===== src/rtl/lc3_pkg.sv =====
// Shared LC-3 definitions: datapath widths, register index and word types,
// and the NZP condition-code encodings used by the register file and the
// branch unit.
package lc3_pkg;

    localparam int LC3_WIDTH = 16;
    localparam int LC3_NREGS = 8;

    typedef logic [2:0]           reg_idx_t;
    typedef logic [LC3_WIDTH-1:0] word_t;
    typedef logic [2:0]           nzp_t;

    localparam nzp_t NZP_N = 3'b100;
    localparam nzp_t NZP_Z = 3'b010;
    localparam nzp_t NZP_P = 3'b001;

endpackage


===== src/rtl/lc3_nzp_gen.sv =====
// Combinational classification of a 16-bit word into exactly one of the
// N, Z or P condition codes. Shared by the register file and the branch unit.
module lc3_nzp_gen
    import lc3_pkg::*;
(
    input  word_t value,
    output nzp_t  nzp
);

    // Sign bit wins first, then zero detect, otherwise the value is positive
    always_comb begin
        if (value[LC3_WIDTH-1]) begin
            nzp = NZP_N;
        end else if (value == '0) begin
            nzp = NZP_Z;
        end else begin
            nzp = NZP_P;
        end
    end

endmodule


===== src/rtl/lc3_regfile.sv =====
// LC-3 general-purpose register file: R0-R7, two combinational read ports
// and the NZP condition-code register. Writes are steered by the one-hot
// destination select from the DR decoder; an illegal select (none or more
// than one bit) writes nothing and raises onehot_err for one cycle.
// Optional feature: define REGFILE_BYPASS_EN to forward the write data to a
// read port addressing the register being written in the same cycle.
module lc3_regfile
    import lc3_pkg::*;
#(
    parameter int WIDTH = LC3_WIDTH,
    parameter int NREGS = LC3_NREGS
) (
    input  logic             clk,
    input  logic             rst_n,
    input  logic             ld_reg,
    input  logic [NREGS-1:0] dr_onehot,
    input  logic [WIDTH-1:0] bus_in,
    input  logic             ld_cc,
    input  logic [2:0]       sr1,
    input  logic [2:0]       sr2,
    output logic [WIDTH-1:0] sr1_out,
    output logic [WIDTH-1:0] sr2_out,
    output logic [2:0]       nzp,
    output logic             onehot_err
);

    logic [WIDTH-1:0] regs [NREGS];
    logic [3:0]       sel_count;
    reg_idx_t         wr_idx;
    logic             sel_legal;
    logic             wr_en;
    nzp_t             nzp_next;

    // Count the set select bits and encode the selected register index
    always_comb begin
        sel_count = '0;
        wr_idx    = '0;
        for (int i = 0; i < NREGS; i++) begin
            sel_count = sel_count + {3'b000, dr_onehot[i]};
            if (dr_onehot[i]) begin
                wr_idx = reg_idx_t'(i);
            end
        end
        sel_legal = (sel_count == 4'd1);
        wr_en     = ld_reg & sel_legal;
    end

    lc3_nzp_gen u_nzp_gen (
        .value (bus_in),
        .nzp   (nzp_next)
    );

    // Register array: clear on reset, otherwise write the one selected register
    always_ff @(posedge clk or negedge rst_n) begin
        if (!rst_n) begin
            for (int i = 0; i < NREGS; i++) begin
                regs[i] <= '0;
            end
        end else if (wr_en) begin
            regs[wr_idx] <= bus_in;
        end
    end

    // Condition codes follow bus_in on ld_cc regardless of the write select
    always_ff @(posedge clk or negedge rst_n) begin
        if (!rst_n) begin
            nzp <= NZP_Z;
        end else if (ld_cc) begin
            nzp <= nzp_next;
        end
    end

    // Error flag reflects only the previous edge, so it self-clears
    always_ff @(posedge clk or negedge rst_n) begin
        if (!rst_n) begin
            onehot_err <= 1'b0;
        end else begin
            onehot_err <= ld_reg & ~sel_legal;
        end
    end

`ifdef REGFILE_BYPASS_EN
    // Read ports forward in-flight write data when addressing the destination
    always_comb begin
        sr1_out = (wr_en && (sr1 == wr_idx)) ? bus_in : regs[sr1];
        sr2_out = (wr_en && (sr2 == wr_idx)) ? bus_in : regs[sr2];
    end
`else
    // Read ports show stored contents only
    always_comb begin
        sr1_out = regs[sr1];
        sr2_out = regs[sr2];
    end
`endif

endmodule


===== config.mk =====
export PLATFORM = sky130hd
export DESIGN_NAME = lc3_regfile
export DESIGN_NICKNAME = d
export VERILOG_FILES = /design/src/rtl/lc3_pkg.sv /design/src/rtl/lc3_nzp_gen.sv /design/src/rtl/lc3_regfile.sv
export SDC_FILE = /design/constraint.sdc
export NUM_CORES = 1
export LEC_CHECK = 0
export CORE_MARGIN = 4
export CORE_UTILIZATION = 50
export DETAILED_ROUTE_END_ITERATION = 8
export PLACE_DENSITY = 0.81
export REMOVE_ABC_BUFFERS = 1
export SLEW_MARGIN = 20
export SYNTH_ARGS = -nofsm -noshare
export SYNTH_HDL_FRONTEND = slang
export SYNTH_SLANG_ARGS = --single-unit

===== constraint.sdc =====
create_clock -name clk -period 3.6 [get_ports clk]
set_input_delay 0.72 -clock clk [delete_from_list [all_inputs] [get_ports clk]]
set_output_delay 0.72 -clock clk [all_outputs]
set_load 0.005 [all_outputs]

==> results of run 1 <==
[metal layers]
metal | up-vias | routed length [um] | share of wire (%)
met5 | - | 0 | 0
met3 | 21 | 1050 | 5.6
met2 | 150 | 9800 | 52
met4 | 0 | 302 | 1.6
met1 | 2478 | 7750 | 41
li1 | 1907 | - | -
[cell usage after synthesis, drive strengths merged]
cell    instances
a311oi          1
a31oi           1
and4            1
buf            18
clkbuf         11
dfrtp         131
dfstp           1
fa              4
ha              3
inv            14
mux2          163
mux4           64
nand2           4
nand2b          1
nand3           2
nand4           1
nand4b          1
nor2            3
nor3            1
nor3b           1
nor4            8
o21a            1
or2b            2
or3b            1
or4             1
or4b            1
[placed cells by master, fill, tap and decap left out, drive strengths merged, types with 2 or more instances in the layout]
cell type,synthesis,routed
mux2,163,163
dfrtp,131,131
mux4,64,64
clkdlybuf4s50,0,62
buf,18,46
clkbuf,11,21
inv,14,19
nor4,8,8
fa,4,4
clkinvlp,0,4
nand2,4,4
nor2,3,3
bufinv,0,3
ha,3,3
nand3,2,2
or2b,2,2
clkinv,0,2
[stage by stage]
| step | instances | instance area (um^2) |
|---|---|---|
| 2_1_floorplan | 411 | 7050 |
| 3_3_place_gp | 687 | 8320 |
| 3_5_place_dp | 687 | 8320 |
| 4_1_cts | 730 | 9330 |
| 5_1_grt | 735 | 9500 |
| 6_report | 735 | 9500 |
[state kept, by name, summed over array words and instances (netlist names)]
signal and count:
regs 128, nzp 3, onehot_err 1
[path summary, 6_finish.rpt]
kind                               from        end  slack [ps]  cells past startpoint
hold reg to reg                  nzp[2]     nzp[2]         530                      1
min in group clk                 nzp[2]     nzp[2]         530                      1
hold / removal                    rst_n   regs[44]         430                      1
setup reg to reg              regs[102]  regs[102]        2750                      1
max in group asynchronous         rst_n  regs[108]        2310                      2
setup / recovery           dr_onehot[3]  regs[126]        -370                     16
[worst max-delay path: stages]
cell       delay [ps]
buf_8              80
inv_4              30
fa_1              540
fa_1              430
fa_1              430
inv_1              70
ha_2              180
inv_2              40
fa_1              500
buf_4             120
nand4_1           100
buf_4             170
nor4_4            180
buf_4             190
clkbuf_16         180
mux2_4            310
[cells by family (layout without fill, tap and decap cells)]
group	count (synthesis)	after routing
and+or+nand+nor	28	28
AOI/OAI and AO/OA	3	3
adders and majority gates	7	7
DFF	132	132
buffers and inverters	43	158
muxes	227	227
[power groups by stage]
stage / registers (mW) / clock network [mW] / logic (mW)
floorplan: 2.03 / 0 / 0.857
global placement: 2.07 / 0 / 1.33
detailed placement: 2.13 / 0 / 1.38
CTS: 2.12 / 1.81 / 1.59
global route: 2.18 / 1.89 / 1.71
finish: 2.14 / 1.82 / 1.61
[timing repair]
item	4_1_cts	5_1_grt
resized for setup	80	37
endpoints found under the hold margin	0	0
pin swaps	10	7
buffers inserted	8	5
endpoints found under the setup margin	129	128
cloned	3	2
[final cells by class]
type	count	area, um^2	area share, %
well taps	180	225	2.37
clock buffers	18	439	4.62
flip-flops and latches	132	3300	34.8
multi-input cells	265	4030	42.5
inverters	14	55.1	0.580
clock inverters	14	174	1.83
repair buffers	112	1270	13.3
==> flow_metrics.tcl, run 1 <==
set metrics [dict create \
    final_net_count 583 \
    finalCoreUtilization_pct 67.9 \
    power.internal_mw 4.07 \
    synth.mux.area_fraction_pct 46.0 \
    die_area_um2 16400 \
    port_buffers 69 \
    power.leakage_nw 4.22 \
    grt_setup_unrepaired "yes" \
    synthAdderAreaFrac_pct 1.63 \
    holdBufCountCts 0 \
    share_seq_of_total_power_pct 38.4 \
    grt_pass1_vias 5098 \
    grt_use_met3_pct 5.13 \
    maxClockFrequency_mhz 252 \
    antennaDiodeCount 0 \
    final_critical_path_setup_slack_ps -372 \
    post_synthesis_compound_gate_area_fraction_pct 0.487 \
    criticalPathCategory "in -> reg" \
    critPathRequiredTime_ps 3900 \
    post-layout-total-power_mw 5.56 \
    failed_checks "negative setup slack" \
    routabilityCongestion 0.757 \
    relSlewSlack_pct 37.6 \
    synth_area_um2 7200 \
    cts_buffer_depth 2 \
    grtUsageMet1_pct 31.9 \
    netlist_instances 440 \
    synth-xor-area-share_pct 0 \
    fin_worst_hold_slack_ps 433 \
    cts_root_buf "clkbuf_16" \
    remaining_drc_errors 0 \
    maximum_number_of_pins_on_one_net_before_global_route_repair 73 \
    final.min_clock_period_ps 3970 \
    critical_path.max_fanout 8 \
    slew_violations 0 \
    endpoint_kind_of_the_worst_setup_timing_path "flip-flop" \
    ys_ff_latch 132 \
    top_usage_layer "met2" \
    design.core.area_um2 14000 \
    placementRows 43 \
    switching_share_pct 26.9 \
    worstSkewPairLatency_ps 420 \
    cts.reportedPaths.clkPinSlew_ps 60 \
    die_w_um 128 \
    p_comb_share_pct 29.0 \
    initialDrtViolationCount 469 \
    viasPerCell 6.20 \
    drt_pre_antenna_iters 4 \
    final_layout_size_suffix_gt1_share_pct 59.5 \
    cts_num_sinks 132 \
    tns_ps -38290 \
    grt.met2_usage_pct 39.6 \
    timing.final.setup_violations 128 \
    run_status "complete, but fails checks" \
    synth_top_area_share_pct 45.5 \
    wl_per_cell_um 25.7 \
    power_density_nw_per_um2 586 \
    hpwlAfterDp_um 10400 \
    min_period_over_period_pct 110 \
    synthDominantAreaCellType "dfrtp_1" \
    distinct_cell_type_count_after_synthesis 33 \
    numCtsBuffers 17 \
    skew_ps 0 \
    global_route_wire_length_before_repair_um 29600 \
    cts_tree "done" \
    synth_warnings 0 \
    power.net_switching_mw 1.50 \
    vias 4556 \
    grt_antenna_before_repair 0 \
    number_of_routed_nets_with_antenna_violations 0 \
    area_growth_pct 31.9 \
    vdd_drop_max_mv 0.378 \
    synth_simple_gate_area_share_pct 3.09 \
    grt_use_total_pct 23.8 \
    die_height_um 128 \
    critical_path_arrival_ps 4280 \
    floorplan.initialDensity_pct 51.5 \
    dpl_worst_slack_ps -1130 \
    critPathLaunchType "input port" \
    cap_violations 0 \
    synth_top_family_by_area "multiplexers" \
    synth_sequential_area_ratio_pct 45.9 \
    min_path_type "in -> async" \
    mean_cell_area_of_the_mapped_netlist_um2 16.4 \
    clock_power_share_pct 32.6 \
    finalWirelength_um 18900 \
    htree_num_levels 4 \
    worst_pin_slew_ps 937 \
    fillerInstances 906 \
    io-pin-count 70 \
    synth.area.top_cells "dfrtp_1 46%, mux2_2 24%, mux4_2 20%" \
    globalRouteOverflowTotal 0 \
    timing.final.hold_violations 0 \
]
No activity file was read; power rests on OpenSTA's default activity.
==> run 2, diff against run 1 <==
- REMOVE_ABC_BUFFERS: 1 -> unset
- SKIP_LAST_GASP: unset -> 1
==> run 2 against run 1 <==
Compared with the run above: the flow still finishes with violations (negative setup slack); via count is 0.33% higher; cell area is 0.32% lower; global-route usage is 0.071 points lower; largest power group unchanged; worst hold slack worse by 72 ps; cell count is 0.41% higher; die area stayed put; first-iteration DRC count is 10% lower; count of clock-buffer cells in the layout is 4 higher; register-to-register slack better by 20 ps; total power is 1.1% lower; critical path depth is 1 lower.
==> flow_metrics.tcl, run 2 (synthesized netlist as in run 1, its figures left out) <==
set metrics [dict create \
    grt_antenna_before_repair 0 \
    maxClockFrequency_mhz 252 \
    combined_area_of_the_multi_input_logic_cells_um2 3960 \
    htree_num_levels 4 \
    vias 4571 \
    critPathRequiredTime_ps 3900 \
    critical_path_arrival_ps 4260 \
    fin_worst_hold_slack_ps 361 \
    power_density_nw_per_um2 581 \
    final_layout_size_suffix_gt1_share_pct 59.3 \
    timing.final.setup_violations 128 \
    critical_path.max_fanout 8 \
    wl_per_cell_um 25.5 \
    floorplan.initialDensity_pct 51.5 \
    timing.final.hold_violations 0 \
    worstSkewPairLatency_ps 420 \
    critPathLaunchType "input port" \
    remaining_drc_errors 0 \
    routabilityCongestion 0.757 \
    finalWirelength_um 18800 \
    mostFrequentLayoutCell "dfrtp_1" \
    initialDrtViolationCount 422 \
    area_growth_pct 31.5 \
    cts_tree "done" \
    globalRouteOverflowTotal 0 \
    maximum_number_of_pins_on_one_net_before_global_route_repair 133 \
    hpwlAfterDp_um 10900 \
    cts_buffer_depth 2 \
    grt_setup_unrepaired "yes" \
    die_w_um 128 \
    design.core.area_um2 14000 \
    min_period_over_period_pct 110 \
    placed_area_um2 8460 \
    relSlewSlack_pct 50.4 \
    mostFrequentLayoutCells "131 x dfrtp_1, 101 x mux2_2, 64 x mux4_2" \
    cts_num_sinks 132 \
    port_buffers 69 \
    finalInstanceArea_um2 9470 \
    numCtsBuffers 17 \
    cap_violations 0 \
    min_path_type "in -> async" \
    final_critical_path_setup_slack_ps -361 \
    cts_root_buf "clkbuf_16" \
    global_route_wire_length_before_repair_um 29200 \
    number_of_routed_nets_with_antenna_violations 0 \
    fillerInstances 944 \
    final.min_clock_period_ps 3960 \
    die_area_um2 16400 \
    vdd_drop_max_mv 0.422 \
    worst_pin_slew_ps 745 \
    viasPerCell 6.19 \
    grt_pass1_vias 5160 \
    top_register "regs" \
    io-pin-count 70 \
    slew_violations 0 \
    failed_checks "negative setup slack" \
    drt_pre_antenna_iters 4 \
    skew_ps 0 \
    post-layout-total-power_mw 5.50 \
    power.leakage_nw 4.20 \
    biggestRegsByFlops "regs: 128 flops, nzp: 3 flops, onehot_err: 1 flops" \
    criticalPathCategory "in -> reg" \
    largest_register_ffs 128 \
    final_net_count 587 \
    placementRows 43 \
    finalCoreUtilization_pct 67.7 \
    run_status "complete, but fails checks" \
    tns_ps -36970 \
    endpoint_kind_of_the_worst_setup_timing_path "flip-flop" \
    post_synthesis_net_count 481 \
    sequential_cell_area_um2 3300 \
    die_height_um 128 \
    cts.reportedPaths.clkPinSlew_ps 60 \
    antennaDiodeCount 0 \
    grt_use_total_pct 23.8 \
]
## run 2: cell count changes in the layout (fill, tap and decap cells not counted), moves of 2 or more
cell       delta
mux2_4       -22
inv_6         -5
clkbuf_16     -2
mux2_2       +22
buf_4         +3
clkbuf_1      +3
inv_2         -2
## run 2: routing by layer
layer | up-vias | global-route usage [%] | share of wire (%)
met1 | 2480 | 31.2 | 42
met4 | 0 | 7.05 | 1.5
met5 | - | 0 | 0
li1 | 1915 | - | -
met2 | 148 | 39.5 | 51
met3 | 28 | 5.83 | 5.7
## run 2: cell type report
type                       count  share of cell area (%)
tap                          180                    2.38
timing repair buffer         116                    13.7
clock inverter                 9                    1.61
multi-input combinational    265                    41.9
clock buffer                  22                    4.90
sequential                   132                    34.9
inverter                      14                   0.661
## run 2: path summary, 6_finish.rpt
check / start / endpoint / slack, ps / depth (start not counted)
max: dr_onehot[3] / regs[113] / -360 / 15
min: rst_n / regs[40] / 360 / 2
max reg2reg: regs[125] / regs[125] / 2770 / 1
min reg2reg: regs[67] / regs[67] / 530 / 1
max in group asynchronous: rst_n / regs[45] / 2640 / 2
min in group clk: regs[67] / regs[67] / 530 / 1
## run 2: what timing repair did
action	4_1_cts	5_1_grt
cloned	2	3
gates resized for setup	51	29
buffers inserted	4	6
hold buffers	0	0
pin swaps	9	7
endpoints found under the setup margin	129	129
## run 2: worst max-delay path: stages
cell,delay [ps]
buf_8,80
inv_4,30
fa_1,540
fa_1,430
fa_1,450
inv_1,80
ha_2,180
inv_2,50
fa_2,550
nand4_1,110
buf_4,160
nor4_4,190
buf_4,190
buf_12,150
mux2_2,350
## run 2: stage by stage
stage                     setup WS, ps  instances
final                             -361        738
after floorplan                   -595        440
after CTS                         -456        730
after detailed placement         -1250        693
after global routing              -479        738
after global placement           -1120        693
## run 2: where the power goes
group / internal (mW) / total (mW) / switching (mW)
sequential: 1.85 / 2.13 / 0.280
combinational: 1.04 / 1.55 / 0.507
clock: 1.19 / 1.82 / 0.634
total: 4.08 / 5.50 / 1.42
